## config.mk

```make
export PLATFORM = sky130hd
export DESIGN_NAME = filter_sp_writer_flat
export DESIGN_NICKNAME = d
export VERILOG_FILES = /design/src/rtl/conv_pkg.sv /design/src/rtl/filter_sp_writer_if.sv /design/src/rtl/wrap_addr_counter.sv /design/src/rtl/filter_sp_writer.sv /design/src/flat_wrapper.sv
export SDC_FILE = /design/constraint.sdc
export NUM_CORES = 1
export LEC_CHECK = 0
export ABC_AREA = 1
export CORE_MARGIN = 2
export CORE_UTILIZATION = 30
export DETAILED_ROUTE_END_ITERATION = 8
export PLACE_DENSITY = 0.5
export SLEW_MARGIN = 25
export SYNTH_ARGS = -nofsm -noshare
export SYNTH_HDL_FRONTEND = slang
export SYNTH_HIERARCHICAL = 1
export SYNTH_SLANG_ARGS = --single-unit
```

## constraint.sdc

```tcl
create_clock -name clk -period 2.4 [get_ports clk]
set_input_delay 0.48 -clock clk [delete_from_list [all_inputs] [get_ports clk]]
set_output_delay 0.48 -clock clk [all_outputs]
set_load 0.02 [all_outputs]
```

## src/rtl/conv_pkg.sv

```systemverilog
// Shared definitions for the filter scratchpad write and read sides.
// Holds the controller state encoding and the default data, address and
// filter-count widths, so both sides agree on them.
package conv_pkg;

  localparam int DATA_WIDTH_DEF = 16;
  localparam int ADDR_WIDTH_DEF = 5;
  localparam int NF_WIDTH_DEF   = 4;

  typedef enum logic [1:0] {
    IDLE = 2'd0,
    LOAD = 2'd1,
    HOLD = 2'd2,
    DONE = 2'd3
  } wr_state_e;

endpackage

```

## src/rtl/filter_sp_writer_if.sv

```systemverilog
// Bundle of the filter writer's control, stream, scratchpad-write and
// handshake signals.
//   slave  : the writer itself (filter_sp_writer)
//   master : whatever drives the job, the stream and the consume pulse
//
// Signals:
//   start, filter_size, num_filters : job request (sampled in IDLE)
//   in_data, in_valid, in_ready     : input word stream
//   wr_en, wr_addr, wr_data         : scratchpad write port
//   filter_loaded, filter_consumed  : filter resident / filter used
//   filter_idx, busy, all_done      : job status
interface filter_sp_writer_if #(
  parameter int DATA_WIDTH = conv_pkg::DATA_WIDTH_DEF,
  parameter int ADDR_WIDTH = conv_pkg::ADDR_WIDTH_DEF,
  parameter int NF_WIDTH   = conv_pkg::NF_WIDTH_DEF
);

  logic                  start;
  logic [ADDR_WIDTH-1:0] filter_size;
  logic [NF_WIDTH-1:0]   num_filters;
  logic [DATA_WIDTH-1:0] in_data;
  logic                  in_valid;
  logic                  in_ready;
  logic                  wr_en;
  logic [ADDR_WIDTH-1:0] wr_addr;
  logic [DATA_WIDTH-1:0] wr_data;
  logic                  filter_loaded;
  logic                  filter_consumed;
  logic [NF_WIDTH-1:0]   filter_idx;
  logic                  busy;
  logic                  all_done;

  modport slave (
    input  start, filter_size, num_filters, in_data, in_valid, filter_consumed,
    output in_ready, wr_en, wr_addr, wr_data, filter_loaded, filter_idx, busy, all_done
  );

  modport master (
    output start, filter_size, num_filters, in_data, in_valid, filter_consumed,
    input  in_ready, wr_en, wr_addr, wr_data, filter_loaded, filter_idx, busy, all_done
  );

endinterface

```

## src/rtl/wrap_addr_counter.sv

```systemverilog
// Wrapping address counter used as the scratchpad write pointer.
// Counts 0..limit-1 on inc and wraps back to 0; last flags that the current
// count is the final address before the wrap.
//   clk, rst : clock, asynchronous active-high reset
//   clr      : synchronous clear to 0 (has priority over inc)
//   inc      : advance the count
//   limit    : number of addresses in one pass
//   cnt      : current address
//   last     : cnt+1 == limit
module wrap_addr_counter #(
  parameter int ADDR_WIDTH = conv_pkg::ADDR_WIDTH_DEF
) (
  input  logic                  clk,
  input  logic                  rst,
  input  logic                  clr,
  input  logic                  inc,
  input  logic [ADDR_WIDTH-1:0] limit,
  output logic [ADDR_WIDTH-1:0] cnt,
  output logic                  last
);

  logic [ADDR_WIDTH-1:0] cnt_q, cnt_d;
  logic [ADDR_WIDTH:0]   cnt_plus1;

  // One extra bit so a limit of 2^ADDR_WIDTH-1 compares without overflow.
  assign cnt_plus1 = {1'b0, cnt_q} + (ADDR_WIDTH+1)'(1);
  assign last      = (cnt_plus1 == {1'b0, limit});
  assign cnt       = cnt_q;

  // Next count: clear wins, otherwise step and wrap at the limit.
  always_comb begin
    cnt_d = cnt_q;
    if (clr) begin
      cnt_d = '0;
    end else if (inc) begin
      cnt_d = last ? '0 : cnt_plus1[ADDR_WIDTH-1:0];
    end
  end

  // Count register.
  always_ff @(posedge clk or posedge rst) begin
    if (rst) begin
      cnt_q <= '0;
    end else begin
      cnt_q <= cnt_d;
    end
  end

endmodule

```

## src/rtl/filter_sp_writer.sv

```systemverilog
// Write-side controller for the filter scratchpad.
// Accepts a valid/ready stream of filter words and writes one filter of
// filter_size words at addresses 0..filter_size-1, then holds it until the
// read side pulses filter_consumed. Repeats for num_filters filters.
//   clk, rst : clock, asynchronous active-high reset
//   sp       : filter_sp_writer_if slave port (job request, input stream,
//              scratchpad write port, loaded/consumed handshake, status)
module filter_sp_writer
  import conv_pkg::*;
#(
  parameter int DATA_WIDTH = DATA_WIDTH_DEF,
  parameter int ADDR_WIDTH = ADDR_WIDTH_DEF,
  parameter int NF_WIDTH   = NF_WIDTH_DEF
) (
  input  logic              clk,
  input  logic              rst,
  filter_sp_writer_if.slave sp
);

  wr_state_e             state_q, state_d;
  logic [ADDR_WIDTH-1:0] filter_size_q, filter_size_d;
  logic [NF_WIDTH-1:0]   num_filters_q, num_filters_d;
  logic [NF_WIDTH-1:0]   filter_idx_q, filter_idx_d;
  logic                  wr_en_q, wr_en_d;
  logic [ADDR_WIDTH-1:0] wr_addr_q, wr_addr_d;
  logic [DATA_WIDTH-1:0] wr_data_q, wr_data_d;
  logic                  filter_loaded_q, filter_loaded_d;
  logic                  busy_q, busy_d;
  logic                  all_done_q, all_done_d;

  logic [ADDR_WIDTH-1:0] wptr;
  logic                  wptr_last;
  logic                  handshake;
  logic                  start_ok;
  logic                  consume;
  logic                  last_filter;
  logic                  cnt_clr;
  logic [NF_WIDTH:0]     idx_plus1;

  assign handshake   = (state_q == LOAD) && sp.in_valid;
  assign start_ok    = (state_q == IDLE) && sp.start;
  assign consume     = (state_q == HOLD) && sp.filter_consumed;
  assign idx_plus1   = {1'b0, filter_idx_q} + (NF_WIDTH+1)'(1);
  assign last_filter = (idx_plus1 == {1'b0, num_filters_q});

  // The pointer restarts at 0 for a new job and for each following filter.
  assign cnt_clr = start_ok || (consume && !last_filter);

  wrap_addr_counter #(
    .ADDR_WIDTH (ADDR_WIDTH)
  ) u_wptr (
    .clk   (clk),
    .rst   (rst),
    .clr   (cnt_clr),
    .inc   (handshake),
    .limit (filter_size_q),
    .cnt   (wptr),
    .last  (wptr_last)
  );

  // Next-state and next-output logic for the load/hold controller.
  always_comb begin
    state_d         = state_q;
    filter_size_d   = filter_size_q;
    num_filters_d   = num_filters_q;
    filter_idx_d    = filter_idx_q;
    wr_en_d         = 1'b0;
    wr_addr_d       = wr_addr_q;
    wr_data_d       = wr_data_q;
    filter_loaded_d = filter_loaded_q;
    all_done_d      = (state_q == DONE);

    unique case (state_q)
      IDLE: begin
        if (sp.start) begin
          filter_size_d = sp.filter_size;
          num_filters_d = sp.num_filters;
          filter_idx_d  = '0;
          state_d = ((sp.filter_size != '0) && (sp.num_filters != '0)) ? LOAD : DONE;
        end
      end
      LOAD: begin
        if (handshake) begin
          wr_en_d   = 1'b1;
          wr_addr_d = wptr;
          wr_data_d = sp.in_data;
          if (wptr_last) begin
            state_d = HOLD;
          end
        end
      end
      HOLD: begin
        // filter_loaded rises one cycle after the final write becomes visible.
        if (sp.filter_consumed) begin
          filter_loaded_d = 1'b0;
          if (last_filter) begin
            state_d = DONE;
          end else begin
            filter_idx_d = idx_plus1[NF_WIDTH-1:0];
            state_d      = LOAD;
          end
        end else begin
          filter_loaded_d = 1'b1;
        end
      end
      DONE: begin
        state_d = IDLE;
      end
      default: begin
        state_d = IDLE;
      end
    endcase

    busy_d = (state_d != IDLE);
  end

  // State and registered outputs; reset aborts any job in progress.
  always_ff @(posedge clk or posedge rst) begin
    if (rst) begin
      state_q         <= IDLE;
      filter_size_q   <= '0;
      num_filters_q   <= '0;
      filter_idx_q    <= '0;
      wr_en_q         <= 1'b0;
      wr_addr_q       <= '0;
      wr_data_q       <= '0;
      filter_loaded_q <= 1'b0;
      busy_q          <= 1'b0;
      all_done_q      <= 1'b0;
    end else begin
      state_q         <= state_d;
      filter_size_q   <= filter_size_d;
      num_filters_q   <= num_filters_d;
      filter_idx_q    <= filter_idx_d;
      wr_en_q         <= wr_en_d;
      wr_addr_q       <= wr_addr_d;
      wr_data_q       <= wr_data_d;
      filter_loaded_q <= filter_loaded_d;
      busy_q          <= busy_d;
      all_done_q      <= all_done_d;
    end
  end

  // Stream ready follows the state directly so words flow back to back.
  assign sp.in_ready      = (state_q == LOAD);
  assign sp.wr_en         = wr_en_q;
  assign sp.wr_addr       = wr_addr_q;
  assign sp.wr_data       = wr_data_q;
  assign sp.filter_loaded = filter_loaded_q;
  assign sp.filter_idx    = filter_idx_q;
  assign sp.busy          = busy_q;
  assign sp.all_done      = all_done_q;

endmodule

```

## src/flat_wrapper.sv

```systemverilog
// flat-port wrapper written by rule: the top's interface ports become plain ports
module filter_sp_writer_flat import conv_pkg::*;
#(
  parameter int DATA_WIDTH = DATA_WIDTH_DEF,
  parameter int ADDR_WIDTH = ADDR_WIDTH_DEF,
  parameter int NF_WIDTH   = NF_WIDTH_DEF
)
  (clk, rst, sp_start, sp_filter_size, sp_num_filters, sp_in_data, sp_in_valid, sp_filter_consumed, sp_in_ready, sp_wr_en, sp_wr_addr, sp_wr_data, sp_filter_loaded, sp_filter_idx, sp_busy, sp_all_done);
  filter_sp_writer_if #(.DATA_WIDTH(DATA_WIDTH), .ADDR_WIDTH(ADDR_WIDTH), .NF_WIDTH(NF_WIDTH)) sp_i ();
  input  logic clk;
  input  logic rst;
  input wire logic [$bits(sp_i.start)-1:0] sp_start;
  input wire logic [$bits(sp_i.filter_size)-1:0] sp_filter_size;
  input wire logic [$bits(sp_i.num_filters)-1:0] sp_num_filters;
  input wire logic [$bits(sp_i.in_data)-1:0] sp_in_data;
  input wire logic [$bits(sp_i.in_valid)-1:0] sp_in_valid;
  input wire logic [$bits(sp_i.filter_consumed)-1:0] sp_filter_consumed;
  output wire logic [$bits(sp_i.in_ready)-1:0] sp_in_ready;
  output wire logic [$bits(sp_i.wr_en)-1:0] sp_wr_en;
  output wire logic [$bits(sp_i.wr_addr)-1:0] sp_wr_addr;
  output wire logic [$bits(sp_i.wr_data)-1:0] sp_wr_data;
  output wire logic [$bits(sp_i.filter_loaded)-1:0] sp_filter_loaded;
  output wire logic [$bits(sp_i.filter_idx)-1:0] sp_filter_idx;
  output wire logic [$bits(sp_i.busy)-1:0] sp_busy;
  output wire logic [$bits(sp_i.all_done)-1:0] sp_all_done;
  assign sp_i.start = sp_start;
  assign sp_i.filter_size = sp_filter_size;
  assign sp_i.num_filters = sp_num_filters;
  assign sp_i.in_data = sp_in_data;
  assign sp_i.in_valid = sp_in_valid;
  assign sp_i.filter_consumed = sp_filter_consumed;
  assign sp_in_ready = sp_i.in_ready;
  assign sp_wr_en = sp_i.wr_en;
  assign sp_wr_addr = sp_i.wr_addr;
  assign sp_wr_data = sp_i.wr_data;
  assign sp_filter_loaded = sp_i.filter_loaded;
  assign sp_filter_idx = sp_i.filter_idx;
  assign sp_busy = sp_i.busy;
  assign sp_all_done = sp_i.all_done;
  filter_sp_writer #(.DATA_WIDTH(DATA_WIDTH), .ADDR_WIDTH(ADDR_WIDTH), .NF_WIDTH(NF_WIDTH)) u_core (.clk(clk), .rst(rst), .sp(sp_i));
endmodule
```

# After elaboration in Yosys (flattened, before gate mapping)
# Index checks and enable logic that the tools add are counted.
# Widths: inputs -> output; s select.
# classes
n_eq_ne	8
mux	17
add_sub_neg	2
n_reduce_logical	16
# op_table
cell	n
$mux 5	3
$mux 2	6
$mux 4	3
$pmux 2 s4	1
$pmux 4 s2	1
$add 5x1->6 const B	1
$eq 6x5->1	1
$ne 2x2->1 const B	3
$reduce_bool 2->1	3
$add 4x1->5 const B	1
$eq 5x4->1	1
$logic_and 1x1->1	5
$reduce_bool 5->1	1
$eq 2x2->1 const B	2
$reduce_and 2->1	2
$reduce_and 4->1	1
$reduce_bool 4->1	1
$mux 1	3
$eq 2x1->1 const B	1
$logic_not 2->1	1
$logic_not 1->1	1
$logic_or 1x1->1	1
# totals
reg_bits	45
output_inout_bits	30

# Longest topological paths before layout
# logic_depth
ltp_word	6
ltp_mapped	15
mapped_depth_nobuf	15

# Hierarchy
# The synthesis kept the hierarchy.
# modules_own_cells
mod	area_per_inst_um2	seq_area_each_um2	cells_per_inst	n_inst
filter_sp_writer	1715.4	1001.0	198	1
wrap_addr_counter	437.9	125.1	75	1

# Worst setup path after synthesis
# No wires, ideal clock.
# synth_timing
path_kind	register -> register
startpoint	register u_core.filter_idx_q[0], in the netlist u_core/sp.filter_idx[0]
endpoint	register u_core.u_wptr.cnt_q[0], in the netlist u_core/u_wptr/cnt[0]
required_time_ns	2.283
stages_incl_launch_ff	13
slack_ns	0.249
setup_ns	0.117
arrival_time_ns	2.035
synth_period_minus_slack_ns	2.151
path_cell_list	dfrtp_1 ha_1 xnor2_1 nand3_2 nor2_2 nand2_2 o21ai_4 inv_1 nor2_1 or2_2 nor2_1 nand2_1 nand2_1
# synth_via
elab_chain_len	6
# synth_lines
element	line_no	source
start, declared	filter_sp_writer.sv:23	logic [NF_WIDTH-1:0] filter_idx_q, filter_idx_d;
start signal, assigned	filter_sp_writer.sv:134	filter_idx_q <= filter_idx_d;
$add 4x1->5 (*)	filter_sp_writer.sv:43	assign idx_plus1 = {1'b0, filter_idx_q} + (NF_WIDTH+1)'(1);
$eq 5x4->1 (*)	filter_sp_writer.sv:44	assign last_filter = (idx_plus1 == {1'b0, num_filters_q});
$logic_not 1->1 (*)	filter_sp_writer.sv:47	assign cnt_clr = start_ok || (consume && !last_filter);
$logic_and 1x1->1 (*)	filter_sp_writer.sv:47	
$logic_or 1x1->1 (*)	filter_sp_writer.sv:47	
via u_core.cnt_clr	filter_sp_writer.sv:37	logic cnt_clr;
$mux 5 / $reduce_bool 2->1 (equally long branches)	n/a	
end signal, assigned	wrap_addr_counter.sv:45	cnt_q <= cnt_d;
end, declared	wrap_addr_counter.sv:22	logic [ADDR_WIDTH-1:0] cnt_q, cnt_d;
# The timed path passes the listed nets; every way through them passes the cells marked *.
# A chain may end at the register's enable or synchronous reset.

# Final worst setup path
# layout_timing
startpoint	register u_core.filter_idx_q[0], in the netlist u_core/sp.filter_idx[0]
endpoint	register u_core.u_wptr.cnt_q[3], in the netlist u_core/u_wptr/cnt[3]
# Same word-level chain as after synthesis.

==> metrics <==
outcome finished clean; Setup crit end kind register; total negative slack 0 ns; async set or reset register ratio after synthesis 100.0%; total number of vias 1,815; Crit path arrival time 2.41 ns; Final WS setup approximately 0.23 ns; final WL 4691 um; Startpoint Class register; vias per cell between 4 and 5; pre-CTS setup slack 0.2844 ns; Slew HR approximately 66%; I/O pins 60; CTS tree yes; CP Max Fanout 8; Synth Cell Area 2153 um^2; clock latency on the worst-skew pair 0.29 ns; Area growth syn-to-layout 36.90%; max cap viols 0; Crit. Startpoint u_core/sp.filter_idx[0]; Fin. Hold Viols 0; post-route minimum period about 2.2 ns; GR Layer Usage met2 20.08%; die height slightly below 90 um; DRT Pass-1 Iters 4; GR Util met3 3.265%; detailed-route DRC error count 0; H-tree levels 2; Final setup viols 0; DRT iter0 DRCs 39; Peak Freq 0.4608 GHz; power per cell area 1115 nW/um^2; Yosys reg bits 45; cts hold-fix bufs 0; M1 GR Usage 16.17%; GPL Wtd Cong 0.8427; largest net degree at the start of global routing 41; Core Region 6869 um^2; DIE AREA 7871 um^2; worst-case reg-to-reg path depth 11; r2r setup slk 0.23 ns; FF-to-FF Start u_core/sp.filter_idx[0]; overall global routing resource usage 12.22%; DRT antenna net count 0; routed len/inst 10.81 um; Post-DP Area 2858 um^2; Worst Tran Pin Value 0.5090 ns; I/O Buffers 59; peak supply drop approximately 0.35 mV; RSZ-0062 raised after global routing no; Setup Buffers After CTS 0; grt total ovfl 0; DP HPWL around 3500 um; post-synthesis cell type count 26; syn avg cell area a little under 8 um^2; Worst Hold Class primary input to asynchronous set/reset pin; total power 3288 uW; cell area after layout between 2000 and 3000 um^2; first-pass GRT wire length approximately 7500 um; GR peak layer met2; Max Slew Vio Count 0; total CTS buffers 5; fin crit share 90.43%; Initial Utilization 31.35%; clock skew 0.003311 ns; share of cells above drive strength 1 9.172%; # diodes 0; Syn Nets 305; Post-CTS Resized 0; Lkg Pwr 0.001475 uW; Row Count 30; Net count, final 369; Synth Warn # 6; CTS Buffer Depth 2; R2R Path End u_core/u_wptr/cnt[3]; vias in the first global route 1,650; Required @ worst endpoint around 2.6 ns; worst setup path category register to register; initial antenna violation count 0; Die X 88.72 um; Post-Synthesis Cells 273; Synth Flop Type dfrtp_1; Root Buffer clkbuf_8; clock sinks 45; register area share after synthesis approximately 52%; Worst-path clk slew roughly 0.090 ns; Post-synth EDFFs 0
## critical path: stages, from the launching register on
cell,delay [ns]
dfrtp_1,0.46
ha_1,0.36
xnor2_1,0.19
nand3_2,0.09
nor2_2,0.10
nand2_2,0.09
o21ai_4,0.18
inv_1,0.07
or2_2,0.34
nor2_1,0.12
nand2_1,0.06
nand2_1,0.05
## metrics by stage
stage                     std cells  hold WS [ns]  utilization, %
after global placement          426        0.4541           41.60
final                           434        0.4001           42.91
after floorplan                 273        0.2585               -
after global routing            434        0.4008           42.91
after detailed placement        426        0.4579           41.60
after CTS                       434        0.3953           42.91
## cell type report
cell class | instances | area, um^2
clock inverter | 3 | 21.27
timing repair buffer | 63 | 620.6
inverter | 34 | 127.6
sequential | 45 | 1126
multi-input combinational | 188 | 863.3
tap | 96 | 120.1
clock buffer | 5 | 68.82
fill | 699 | 3921
## worst max-delay path by stage
| stage | end | slack, ns | cells past startpoint |
|---|---|---|---|
| global placement | u_core/u_wptr/cnt[3] | 0.32 | 11 |
| detailed placement | u_core/u_wptr/cnt[3] | 0.28 | 11 |
| finish | u_core/u_wptr/cnt[3] | 0.23 | 11 |
| floorplan | u_core/u_wptr/cnt[0] | 0.25 | 12 |
| global route | u_core/u_wptr/cnt[3] | 0.08 | 11 |
| CTS | u_core/u_wptr/cnt[3] | 0.21 | 11 |
## cell usage in the layout, fill, tap and decap left out, drive strengths merged
cell type and instances:
a21oi 3, a22oi 1, buf 4, clkbuf 5
clkdlybuf4s50 59, clkinv 1, clkinvlp 1, dfrtp 45
ha 2, inv 35, mux2 4, nand2 126
nand3 14, nand3b 1, nand4 4, nor2 21
nor3 1, nor4 1, o21ai 8, or2 1
xnor2 1
## layer usage
metal,up-vias,part of all wire [%]
met5,-,0
met4,0,0.21
met3,2,7.1
met2,55,43
met1,794,50
li1,964,-
## Yosys cell counts, types with 2 or more instances
cell / n / share of area, %
inv_1: 28 / 4.9
mux2_1: 4 / 2.1
nand3_1: 12 / 2.8
nand3_2: 2 / 0.93
ha_1: 2 / 1.2
a21oi_1: 3 / 0.70
nor2_2: 3 / 0.87
nor2_1: 17 / 3.0
nand2_2: 4 / 1.2
o21ai_1: 5 / 1.2
inv_2: 6 / 1.0
buf_2: 5 / 1.2
nand2_1: 122 / 21
dfrtp_1: 45 / 52
nand4_1: 4 / 1.2
## flip-flops by register name, indices dropped and copies added (netlist names), 2 cells and up
name and cells:
u_core/num_filters_q 4, u_core/filter_size_q 5, u_core/sp.wr_data 16, u_core/sp.wr_addr 5, u_core/state_q 2, u_core/sp.filter_idx 4
u_core/u_wptr/cnt 5
## cell families (layout without fill, tap and decap cells)
group	after synthesis	in the layout	synth area share (%)
buf+inv	40	105	7.612
flops	45	45	52.30
simple gates	169	169	32.83
compound gates	12	12	3.602
xor+xnor	1	1	0.4068
mux	4	4	2.092
fa+ha+maj	2	2	1.162
## report_power, final
part	leakage, uW	total, uW	switching (uW)	internal (uW)
Clock	0.0000445	470	263	207
Sequential	0.000564	1270	209	1060
Combinational	0.000866	1550	864	689
Note: power is estimated with default switching activity, not from simulation.
